`src/rtl/rf_plus_alu.sv`:
```
// 8 x 16-bit register file feeding a 16-bit add/subtract ALU with Z/N/C/V flags.
// Optional build macro RF_BYPASS_EN forwards same-cycle write data to the read ports.
module rf_plus_alu (
    input  logic        clk,
    input  logic        clr,
    input  logic [2:0]  Read_Addr_A,
    input  logic [2:0]  Read_Addr_B,
    input  logic [2:0]  Write_Addr,
    input  logic [15:0] Write_Data,
    input  logic        Write_En,
    input  logic        Pre_C,
    input  logic        Src_ALU_B,
    input  logic [4:0]  imm5,
    input  logic        ADC,
    input  logic        SUB,
    input  logic        SBB,
    output logic [15:0] OutA,
    output logic [15:0] OutB,
    output logic [15:0] Y,
    output logic        Z,
    output logic        N,
    output logic        C,
    output logic        V
);

    logic [15:0] regs_q [8];

    always_ff @(posedge clk or posedge clr) begin
        if (clr) begin
            for (int i = 0; i < 8; i++) begin
                regs_q[i] <= 16'h0000;
            end
        end else if (Write_En) begin
            regs_q[Write_Addr] <= Write_Data;
        end
    end

`ifdef RF_BYPASS_EN
    logic fwd_a, fwd_b;

    assign fwd_a = Write_En && !clr && (Read_Addr_A == Write_Addr);
    assign fwd_b = Write_En && !clr && (Read_Addr_B == Write_Addr);
    assign OutA  = fwd_a ? Write_Data : regs_q[Read_Addr_A];
    assign OutB  = fwd_b ? Write_Data : regs_q[Read_Addr_B];
`else
    assign OutA = regs_q[Read_Addr_A];
    assign OutB = regs_q[Read_Addr_B];
`endif

    logic [15:0] b_sel;
    logic [15:0] b_x;
    logic        c_in;
    logic [16:0] sum;

    assign b_sel = Src_ALU_B ? {11'b0, imm5} : OutB;

    // Subtraction is A + ~B + cin; SBB inverts the incoming borrow so C=1 means no borrow.
    always_comb begin
        b_x  = b_sel;
        c_in = 1'b0;
        if (SBB) begin
            b_x  = ~b_sel;
            c_in = ~Pre_C;
        end else if (SUB) begin
            b_x  = ~b_sel;
            c_in = 1'b1;
        end else if (ADC) begin
            c_in = Pre_C;
        end
    end

    assign sum = {1'b0, OutA} + {1'b0, b_x} + {16'b0, c_in};
    assign Y   = sum[15:0];
    assign C   = sum[16];
    assign Z   = (sum[15:0] == 16'h0000);
    assign N   = sum[15];
    assign V   = (OutA[15] == b_x[15]) && (sum[15] != OutA[15]);

endmodule

```
`config.mk`:
```
export PLATFORM = sky130hd
export DESIGN_NAME = rf_plus_alu
export DESIGN_NICKNAME = d
export VERILOG_FILES = /design/src/rtl/rf_plus_alu.sv
export SDC_FILE = /design/constraint.sdc
export NUM_CORES = 1
export LEC_CHECK = 0
export ABC_AREA = 1
export BUFFER_PORTS_ARGS = -buffer_cell sky130_fd_sc_hd__buf_4
export CAP_MARGIN = 40
export CORE_AREA = 4 4 141 143
export CTS_CLUSTER_DIAMETER = 40
export DETAILED_ROUTE_END_ITERATION = 6
export DIE_AREA = 0 0 145 147
export GPL_TIMING_DRIVEN = 0
export SLEW_MARGIN = 20
export SYNTH_ARGS = -nofsm -noshare
export SYNTH_HDL_FRONTEND = slang
export SYNTH_SLANG_ARGS = --single-unit
export TNS_END_PERCENT = 1
```
`constraint.sdc`:
```
create_clock -name clk -period 4.51 [get_ports clk]
set_input_delay 0.6765 -clock clk [delete_from_list [all_inputs] [get_ports clk]]
set_output_delay 0.6765 -clock clk [all_outputs]
set_load 0.01 [all_outputs]
```
==> results.json <==
{
  "seqCellArea_mm2": 0.00320,
  "die_h_um": 147,
  "hp-class": "in -> async",
  "synth_top_cell_area_share_pct": 38.9,
  "viasPerCell": 5.69,
  "firstDrtPassIters": 6,
  "clkLatencyLatePin_ps": 420,
  "max_cap_violations": 0,
  "yosys_warnings": 0,
  "power_mw": 4.52,
  "synthSimpleGateAreaFrac_pct": 19.0,
  "synthToLayoutAreaGrowth_pct": 23.0,
  "clock-sinks": 128,
  "syn_area_mm2": 0.00823,
  "ant_nets": 0,
  "ctsHtreeMaxLevel": 4,
  "cp-start-kind": "primary input",
  "initial_core_util_pct": 44.3,
  "nNetsFinal": 1359,
  "synth_cell_types": 29,
  "cp-end-kind": "primary output",
  "globalplace.congestion": 0.955,
  "regMostFlops": "regs_q",
  "path_max_fanout": 10,
  "grt_pass1_vias": 8408,
  "yosys-top-cells-area": "dfrtp_1 (39%), o21ai_0 (15%), nand2_1 (13%)",
  "yosysTopAreaCell": "dfrtp_1",
  "internal_power_mw": 2.90,
  "slew_headroom_pct": 42.1,
  "synth-seq-cells": 128,
  "power_frac_comb_pct": 33.9,
  "dp.cells": 1511,
  "antenna_found_initial": 0,
  "cts_buffers": 17,
  "final_util_pct": 54.5,
  "pwr-share-clk_pct": 32.2,
  "grt-ovfl-total": 0,
  "largest_reg_flops": 128,
  "ios": 90,
  "drt_iter0_drc": 1033,
  "syn-num-nets": 1246,
  "p_leak_nw": 4.97,
  "drc": 0,
  "crit_type": "in -> out",
  "fillCellCount": 1872,
  "grt_pass1_wl_mm": 49.2,
  "min_period_ps": 4320,
  "die_w_um": 145,
  "dp.final_hpwl_mm": 23.5,
  "post_drt_wl_per_cell_um": 21.0,
  "n_antenna_cell": 0,
  "tns_ps": 0,
  "fmax_mhz": 231,
  "stdcell_count": 1551,
  "power_frac_seq_pct": 33.8,
  "wl_mm": 32.5,
  "cts.clk_slew.worst_paths_ps": 60,
  "reg.largest.list": "regs_q (128)",
  "hold_buffers": 0,
  "ir_drop_uv": 267,
  "syn_area_per_cell_um2": 6.91,
  "dieArea_mm2": 0.0213,
  "synth_xor_area_share_pct": 2.13,
  "switching_share_pct": 35.7,
  "synth_fa_ha_area_share_pct": 2.77,
  "worstMarginPinSlew_ps": 869,
  "vias": 8823,
  "p_per_area_mw_per_mm2": 446,
  "skew_ps": 0,
  "muxShareOfSynthArea_pct": 0,
  "cts.path.max_buffers": 2,
  "status": "complete, no violations",
  "synth_compound_area_share_pct": 26.0,
  "final_common_cell": "nand2_1",
  "cts_tree": "yes",
  "grt_start_max_net_pins": 67,
  "rows": 50,
  "finalSetupViolCount": 0,
  "final_cell_mix": "nand2_1 (273), o21ai_0 (230), inv_1 (146)",
  "multi_input_area_mm2": 0.00424,
  "synth_top_family_by_area": "compound AO/OA/AOI/OAI gates",
  "hold_viol_final": 0,
  "final.period_utilization_pct": 95.9,
  "drive_above_1_share_pct": 16.2,
  "track_usage_pct": 29.9,
  "arrival_ps": 3650,
  "cts-root-buf": "clkbuf_16",
  "power_switching_mw": 1.62,
  "portBuffers": 85,
  "netlist_instances": 1191,
  "core_area_mm2": 0.0186,
  "critPathRequiredTime_ps": 3830,
  "yosysSeqAreaShare_pct": 38.9,
  "slew_violations": 0
}
-- metrics by stage --
step	setup WS [ps]	instance area (µm²)	hold WS, ps
CTS	2.95	9880	305
detailed placement	-561	9200	473
global route	-16.0	10100	314
global placement	-1310	9160	467
floorplan	368	8230	453
finish	186	10100	284
-- power groups by stage --
stage | logic [mW] | registers, mW | clock network, mW
after floorplan | 0.930 | 1.49 | 0
after global placement | 1.42 | 1.53 | 0
after detailed placement | 1.45 | 1.53 | 0
after CTS | 1.47 | 1.52 | 1.45
after global routing | 1.72 | 1.55 | 1.51
final | 1.53 | 1.53 | 1.46
-- per-layer routing --
metal	up-vias	global-route usage, %	part of all wire, %
li1	4117	-	-
met1	4132	40.5	42
met2	489	47.5	45
met3	85	5.71	9.2
met4	0	12.4	4.0
met5	-	0	0
-- worst max-delay path, cell delays in order --
cell and delay (ps):
buf_4 130, buf_6 150, buf_8 160, o211ai_1 180, nand3_1 110, o21ai_2 130, inv_1 90, nand2_1 80
nand3_1 70, nand2_1 80, inv_1 50, fa_2 340, fa_2 360, inv_2 70, nand3_1 70, nand3_2 120
nand3_2 90, nand3_1 80, nand2_1 60, nand2_2 70, nand2_1 50, nor2_1 100, nand2_1 80, nor2_1 90
buf_4 130
-- synthesized netlist by cell type --
cell        n
inv_2       2
clkbuf_2    1
o21ai_0   249
and2_1      1
clkbuf_1   41
inv_1     150
buf_2      19
nor2_1     78
ha_1       15
o21bai_1    1
buf_4       5
o211ai_1   30
nand2_2     1
nand2_1   276
o21a_1     13
buf_1       5
fa_1        2
buf_6       4
a21oi_1    81
nand4_1     3
dfrtp_1   128
o21ai_1    13
xnor2_1     3
nand3b_1    3
nand3_1    32
xor2_1     17
a22o_1      1
a31oi_1    13
nor3_1      4
-- cells by family after synthesis --
logic type               Yosys count
XOR/XNOR                          20
flip-flops                       128
AO/OA/AOI/OAI                    401
AND/OR/NAND/NOR                  398
adder cells (fa/ha/maj)           17
buffers and inverters            227
-- worst paths after layout --
path	from	cells after the start	slack, ps	to
min in group clk	Write_Data[0]	3	470	regs_q[0]
worst max register to register	regs_q[112]	2	3760	regs_q[112]
worst min register to register	regs_q[69]	2	480	regs_q[69]
worst max-delay path	Read_Addr_B[0]	25	190	Z
worst min-delay path	clr	2	280	regs_q[77]
max in group asynchronous	clr	3	3520	regs_q[39]
-- final cells by class --
class	count	share of cell area (%)
tap	234	2.89
buffer	74	4.49
timing repair buffer	95	7.24
sequential	128	31.6
clock buffer	22	4.78
multi-input combinational	836	41.9
inverter	152	5.75
clock inverter	10	1.31
-- repair_timing --
item,CTS,global route
setup buffers,3,6
setup endpoints to repair,9,7
endpoints found under the hold margin,0,0
pin swaps,3,11
resized for setup,25,92
Power figures use the tool's default switching activity.
